$ cat src/rtl/pipeline_stall_controller.sv
// Central stall/flush sequencer for the 5-stage core: load-use, data-memory wait
// and taken-branch flush handling in one FSM, plus stall/flush perf counters.
// Control outputs are Mealy: they react to the current inputs in the same cycle.
module pipeline_stall_controller #(
  parameter int unsigned FLUSH_CYCLES = 3,
  parameter int unsigned MEM_TIMEOUT  = 15,
  parameter int unsigned CNT_W        = 16
) (
  input  logic             clk,
  input  logic             rst,
  input  logic             mem_read_ex,
  input  logic [4:0]       rd_addr_ex,
  input  logic [4:0]       rs1_addr_id,
  input  logic [4:0]       rs2_addr_id,
  input  logic             rs1_used_id,
  input  logic             rs2_used_id,
  input  logic             branch_taken_mem,
  input  logic             dmem_req_mem,
  input  logic             dmem_ready,
  output logic             pc_write,
  output logic             if_id_write,
  output logic             id_ex_write,
  output logic             ex_mem_write,
  output logic             mem_wb_write,
  output logic             id_ex_bubble,
  output logic             mem_wb_bubble,
  output logic             if_id_flush,
  output logic             id_ex_flush,
  output logic             ex_mem_flush,
  output logic [1:0]       state,
  output logic [CNT_W-1:0] stall_cycles,
  output logic [CNT_W-1:0] flush_count,
  output logic             timeout_err
);

  localparam int unsigned FC_W = $clog2(FLUSH_CYCLES + 1);
  localparam int unsigned WC_W = $clog2(MEM_TIMEOUT + 1);

  typedef enum logic [1:0] {
    ST_RUN      = 2'd0,
    ST_MEM_WAIT = 2'd1,
    ST_FLUSH    = 2'd2
  } state_t;

  state_t          state_q, state_d;
  logic [FC_W-1:0] flush_cnt_q, flush_cnt_d;
  logic [WC_W-1:0] wait_cnt_q, wait_cnt_d;
  logic            load_use;
  logic            flush_inc;
  logic            timeout_set;

  assign state = state_q;

  // Load-use hazard between the EX load and the ID consumer; x0 never stalls.
  assign load_use = mem_read_ex && (rd_addr_ex != 5'd0) &&
                    ((rs1_used_id && (rd_addr_ex == rs1_addr_id)) ||
                     (rs2_used_id && (rd_addr_ex == rs2_addr_id)));

  // Next-state and Mealy control outputs; branch > memory wait > load-use in RUN.
  always_comb begin
    pc_write      = 1'b1;
    if_id_write   = 1'b1;
    id_ex_write   = 1'b1;
    ex_mem_write  = 1'b1;
    mem_wb_write  = 1'b1;
    id_ex_bubble  = 1'b0;
    mem_wb_bubble = 1'b0;
    if_id_flush   = 1'b0;
    id_ex_flush   = 1'b0;
    ex_mem_flush  = 1'b0;
    state_d       = state_q;
    flush_cnt_d   = flush_cnt_q;
    wait_cnt_d    = wait_cnt_q;
    flush_inc     = 1'b0;
    timeout_set   = 1'b0;

    if (rst) begin
      pc_write     = 1'b0;
      if_id_flush  = 1'b1;
      id_ex_flush  = 1'b1;
      ex_mem_flush = 1'b1;
      state_d      = ST_RUN;
      flush_cnt_d  = '0;
      wait_cnt_d   = '0;
    end else begin
      unique case (state_q)
        ST_RUN: begin
          if (branch_taken_mem) begin
            if_id_flush  = 1'b1;
            id_ex_flush  = 1'b1;
            ex_mem_flush = 1'b1;
            flush_inc    = 1'b1;
            flush_cnt_d  = FC_W'(FLUSH_CYCLES - 1);
            if (FLUSH_CYCLES > 1) state_d = ST_FLUSH;
          end else if (dmem_req_mem && !dmem_ready) begin
            pc_write      = 1'b0;
            if_id_write   = 1'b0;
            id_ex_write   = 1'b0;
            ex_mem_write  = 1'b0;
            mem_wb_write  = 1'b0;
            mem_wb_bubble = 1'b1;
            wait_cnt_d    = WC_W'(1);
            state_d       = ST_MEM_WAIT;
          end else if (load_use) begin
            pc_write     = 1'b0;
            if_id_write  = 1'b0;
            id_ex_bubble = 1'b1;
          end
        end
        ST_MEM_WAIT: begin
          if (dmem_ready) begin
            wait_cnt_d = '0;
            state_d    = ST_RUN;
          end else if (wait_cnt_q == WC_W'(MEM_TIMEOUT - 1)) begin
            timeout_set = 1'b1;
            wait_cnt_d  = '0;
            state_d     = ST_RUN;
          end else begin
            pc_write      = 1'b0;
            if_id_write   = 1'b0;
            id_ex_write   = 1'b0;
            ex_mem_write  = 1'b0;
            mem_wb_write  = 1'b0;
            mem_wb_bubble = 1'b1;
            wait_cnt_d    = wait_cnt_q + WC_W'(1);
          end
        end
        ST_FLUSH: begin
          if_id_flush = 1'b1;
          if (branch_taken_mem) begin
            flush_inc   = 1'b1;
            flush_cnt_d = FC_W'(FLUSH_CYCLES - 1);
          end else if (flush_cnt_q <= FC_W'(1)) begin
            flush_cnt_d = '0;
            state_d     = ST_RUN;
          end else begin
            flush_cnt_d = flush_cnt_q - FC_W'(1);
          end
        end
        default: state_d = ST_RUN;
      endcase
    end
  end

  // FSM state and sequencing counters.
  always_ff @(posedge clk) begin
    if (rst) begin
      state_q     <= ST_RUN;
      flush_cnt_q <= '0;
      wait_cnt_q  <= '0;
    end else begin
      state_q     <= state_d;
      flush_cnt_q <= flush_cnt_d;
      wait_cnt_q  <= wait_cnt_d;
    end
  end

  // Saturating perf counters and sticky timeout flag.
  always_ff @(posedge clk) begin
    if (rst) begin
      stall_cycles <= '0;
      flush_count  <= '0;
      timeout_err  <= 1'b0;
    end else begin
      if (!pc_write && (stall_cycles != {CNT_W{1'b1}}))
        stall_cycles <= stall_cycles + CNT_W'(1);
      if (flush_inc && (flush_count != {CNT_W{1'b1}}))
        flush_count <= flush_count + CNT_W'(1);
      if (timeout_set)
        timeout_err <= 1'b1;
    end
  end

endmodule

$ cat config.mk
export PLATFORM = sky130hd
export DESIGN_NAME = pipeline_stall_controller
export DESIGN_NICKNAME = d
export VERILOG_FILES = /design/src/rtl/pipeline_stall_controller.sv
export SDC_FILE = /design/constraint.sdc
export NUM_CORES = 1
export LEC_CHECK = 0
export ABC_AREA = 1
export BUFFER_PORTS_ARGS = -buffer_cell sky130_fd_sc_hd__buf_2
export CORE_MARGIN = 2
export CORE_UTILIZATION = 30
export DETAILED_ROUTE_END_ITERATION = 12
export HOLD_SLACK_MARGIN = 0.12
export PLACE_DENSITY = 0.51
export SYNTH_ARGS = -nofsm -noshare
export SYNTH_HDL_FRONTEND = slang
export SYNTH_SLANG_ARGS = --single-unit
export TNS_END_PERCENT = 100
$ cat constraint.sdc
create_clock -name clk -period 1.8 [get_ports clk]
set_input_delay 0.09 -clock clk [delete_from_list [all_inputs] [get_ports clk]]
set_output_delay 0.09 -clock clk [all_outputs]
set_load 0.005 [all_outputs]
==> summary by stage <==
Yosys
The synthesized area divided by synthesized cell count is about 6.6 µm². For this run, asynchronously set or reset flops after synthesis account for 0%. The synthesis warning total is 0. The synthesized cell area is 2600 µm². The number of distinct library cell variants in the gate-level netlist after synthesis is 35. After synthesis, the largest area contributor takes up 31.6% of total cell area. The post-synthesis sequential area ratio is 31.6%. The number of synthesized register bits is roughly 40.

The number of nets in the synthesized netlist is about 420. The synthesized design spends more area on one cell type than any other, namely sky130_fd_sc_hd__dfxtp_1. The dominant synthesized flop cell is sky130_fd_sc_hd__dfxtp_1. Ranked by total cell area, the synthesized netlist is headed by sky130_fd_sc_hd__dfxtp_1 (32%), sky130_fd_sc_hd__nand2_1 (14%), sky130_fd_sc_hd__inv_1 (7.5%). The count of mapped cells out of synthesis is between 300 and 400. In this run, synthesis inferred 0 flip-flops with an integrated enable.

Clock network
The H-tree depth reported by CTS is 2. The number of sinks handled by clock tree synthesis is between 40 and 50. The buffer type at the clock tree root is sky130_fd_sc_hd__clkbuf_8. The number of buffers inserted during clock tree synthesis is 5. No sink is reached through more buffers than the 2 on the longest clock path. The later pin in the worst-skew pair is clocked with a latency of between 0.2 and 0.3 ns. The clock transition at the registers of the reported paths is ~0.080 ns. The TritonCTS clock tree is yes.

Final layout
Registers take approximately 830 µm². The antenna diode count is 0. The filler cells instantiated in the layout total ~900. The final cell count without fillers is slightly below 600. The share of final-layout standard cells stronger than drive strength 1 is 28.6%. The most frequent standard cell in the layout excluding fill and tap cells is sky130_fd_sc_hd__nand2_1. The area of the multi-input gates is approximately 1500 µm². The post-layout net count is approximately 510. The top cell types in the final layout, fill and taps aside, are sky130_fd_sc_hd__nand2_1 (92), sky130_fd_sc_hd__buf_2 (67), sky130_fd_sc_hd__inv_1 (52).

From synthesis to final layout, the design area changed by 28.7%.

Setup path
The worst register-to-register path begins at stall_cycles[0]. At the worst endpoint, the arrival time is ~1.6 ns. The path type of the worst setup path is in -> out. The worst setup path is captured at an output pin.

The kind of launch point of the worst setup path is a primary input. The maximum fanout encountered on the critical timing path is 8. The origin of the worst setup path is dmem_ready. The data required time at the worst endpoint is between 1.5 and 2 ns.

Floorplanning
Measured along the y axis, the die boundary spans between 90 and 100 µm. The die is ~97 µm wide. In this run the standard cell core region covers 8300 µm². The die covers 9420 µm². The starting density of the core is 31.3%. The floorplan has 33 rows.

In this run the count of I/O pins placed on the die edge is a little under 70.

STA
The hold violation total from the final report is 0. The minimum clock period is ~1.7 ns. The final worst-path cycle share is 92.9%. In this run the tightest slew margin relative to its limit is roughly 64%. At the pin with the least slew margin, the transition time is ~0.53 ns. Static timing analysis puts the maximum clock frequency at roughly 0.6 GHz.

The final setup violation count is 0. The max-slew violation total from the final report was 0. The clock arrives with 0.00414 ns of skew.

GRT
The number of antenna violations at the first check in global routing was 0. The first global-routing pass estimated between 10000 and 15000 µm of wire. The global-route congestion overflow total is 0. The via count of the first global-routing pass came to ~2.5k. The largest net degree at the start of global routing is 19. For this run, the total global-route usage over all layers was measured as ~14%.

Min path
The path class of the lowest-slack min-delay path is in -> reg. The worst hold path begins at rst.

Power and ir drop
The total power draw is 1.84 mW. For this design the static power due to leakage is 1.62 nW. The largest voltage drop on the vdd net is 0.278 mV. The areal power density over the cells is approximately 550 nW/µm².

Place
The half-perimeter wire length after detailed placement is a little over 5000 µm. Once placement completed, the tool counted placed cells totaling 570. The final RePlAce weighted congestion is 0.869. Input and output buffers added on the ports amount to 67.

Detailed routing
The count of nets left with antenna violations once routing finished came out at 0. Summed over all layers, the routed wires come to between 6000 and 7000 µm. Detailed routing inserted a total of about 2.7k vias. The number of vias per cell is about 4.6. The number of DRC markers after the initial detailed-route iteration is between 100 and 150. The routed wirelength normalized by instance count is 11.4 µm. After detailed routing, the number of remaining DRC violations is 0. Before antenna repair, the detailed router went through 4 iterations.

Status
The run finished with clean final reports.

Job
Across the run, the number of max-cap violations was 0.
## synth_stat cells, types with 2 or more instances
master                     instances
sky130_fd_sc_hd__o21ai_1           2
sky130_fd_sc_hd__buf_6             3
sky130_fd_sc_hd__nand2_4           4
sky130_fd_sc_hd__nor3_1            9
sky130_fd_sc_hd__o21ai_0          13
sky130_fd_sc_hd__buf_4             4
sky130_fd_sc_hd__a31oi_1           2
sky130_fd_sc_hd__nand4_1           9
sky130_fd_sc_hd__nor2_2            2
sky130_fd_sc_hd__buf_2             2
sky130_fd_sc_hd__a21oi_1          34
sky130_fd_sc_hd__ha_1              4
sky130_fd_sc_hd__clkbuf_1          2
sky130_fd_sc_hd__nand3_1          35
sky130_fd_sc_hd__nand2_1          95
sky130_fd_sc_hd__xor2_1           12
sky130_fd_sc_hd__xnor2_1           5
sky130_fd_sc_hd__inv_1            52
sky130_fd_sc_hd__inv_2             5
sky130_fd_sc_hd__nand2_2           5
sky130_fd_sc_hd__dfxtp_1          41
sky130_fd_sc_hd__nor2_1           35
sky130_fd_sc_hd__nor4_1            3
sky130_fd_sc_hd__nor3_2            2
## path summary, 6_finish.rpt
kind | to | slack [ns] | depth (start not counted)
max | pc_write | 0.13 | 13
min reg2reg | timeout_err | 0.48 | 2
max reg2reg | stall_cycles[9] | 0.15 | 8
min | flush_count[15] | 0.15 | 2
## through the flow
stage                     worst slack (ns)  hold WS (ns)  setup TNS [ns]  instance area, µm²  utilization, %
after detailed placement            0.0161         0.431               0                3120            37.6
after global routing              -0.00549         0.157        -0.00975                3340            40.3
after global placement              0.0490         0.426               0                3120            37.6
after CTS                         -0.00237         0.139        -0.00237                3210            38.7
after floorplan                      0.208         0.289               0                2600               -
final                                0.127         0.145               0                3340            40.3
## worst max-delay path, stage by stage
cell                            delay, ns
sky130_fd_sc_hd__dlygate4sd3_1       0.53
sky130_fd_sc_hd__buf_2               0.13
sky130_fd_sc_hd__inv_1               0.07
sky130_fd_sc_hd__nand2_2             0.07
sky130_fd_sc_hd__nor2_1              0.10
sky130_fd_sc_hd__inv_1               0.07
sky130_fd_sc_hd__nand2_1             0.06
sky130_fd_sc_hd__inv_1               0.04
sky130_fd_sc_hd__nand2_2             0.09
sky130_fd_sc_hd__nand2_4             0.08
sky130_fd_sc_hd__nand2_8             0.09
sky130_fd_sc_hd__inv_1               0.04
sky130_fd_sc_hd__buf_2               0.12
## area by class of cell
type | count | share of cell area (%)
clock buffers | 8 | 2.39
inverters | 57 | 6.40
multi-input cells | 282 | 45.4
flip-flops and latches | 41 | 24.7
well taps | 105 | 3.93
repair buffers | 98 | 17.2
## cell families after synthesis
family | Yosys count | synth area share [%]
AND/OR/NAND/NOR | 208 | 38.9
buffers and inverters | 68 | 11.4
AO/OA/AOI/OAI | 53 | 10.5
flip-flops | 41 | 31.6
XOR/XNOR | 17 | 5.73
adder cells (fa/ha/maj) | 4 | 1.93
## sequential cells by signal, indices dropped and copies added (netlist names)
name and cells:
flush_count 16, stall_cycles 16, wait_cnt_q 4, flush_cnt_q 2, state 2, timeout_err 1
## report_power, final
group | leakage, nW | total (mW) | internal [mW] | switching (mW)
Sequential | 0.334 | 0.942 | 0.926 | 0.0164
Combinational | 1.25 | 0.305 | 0.127 | 0.178
Clock | 0.0395 | 0.595 | 0.276 | 0.318
Total | 1.62 | 1.84 | 1.33 | 0.513
## timing repair
action,4_1_cts,5_1_grt
endpoints found under the setup margin,5,32
buffers inserted,0,12
pin swaps,0,6
hold buffers,1,0
resized for setup,1,16
hold endpoints to repair,1,0
## per-layer routing
layer | vias up | wire [µm] | global-route usage, % | part of all wire (%)
li1 | 1440 | - | - | -
met1 | 1226 | 3180 | 18.7 | 47
met2 | 59 | 3130 | 22.9 | 47
met3 | 2 | 380 | 3.38 | 5.7
met4 | 0 | 40 | 3.90 | 0.59
met5 | - | 0 | 0 | 0
Power figures use the tool's default switching activity.
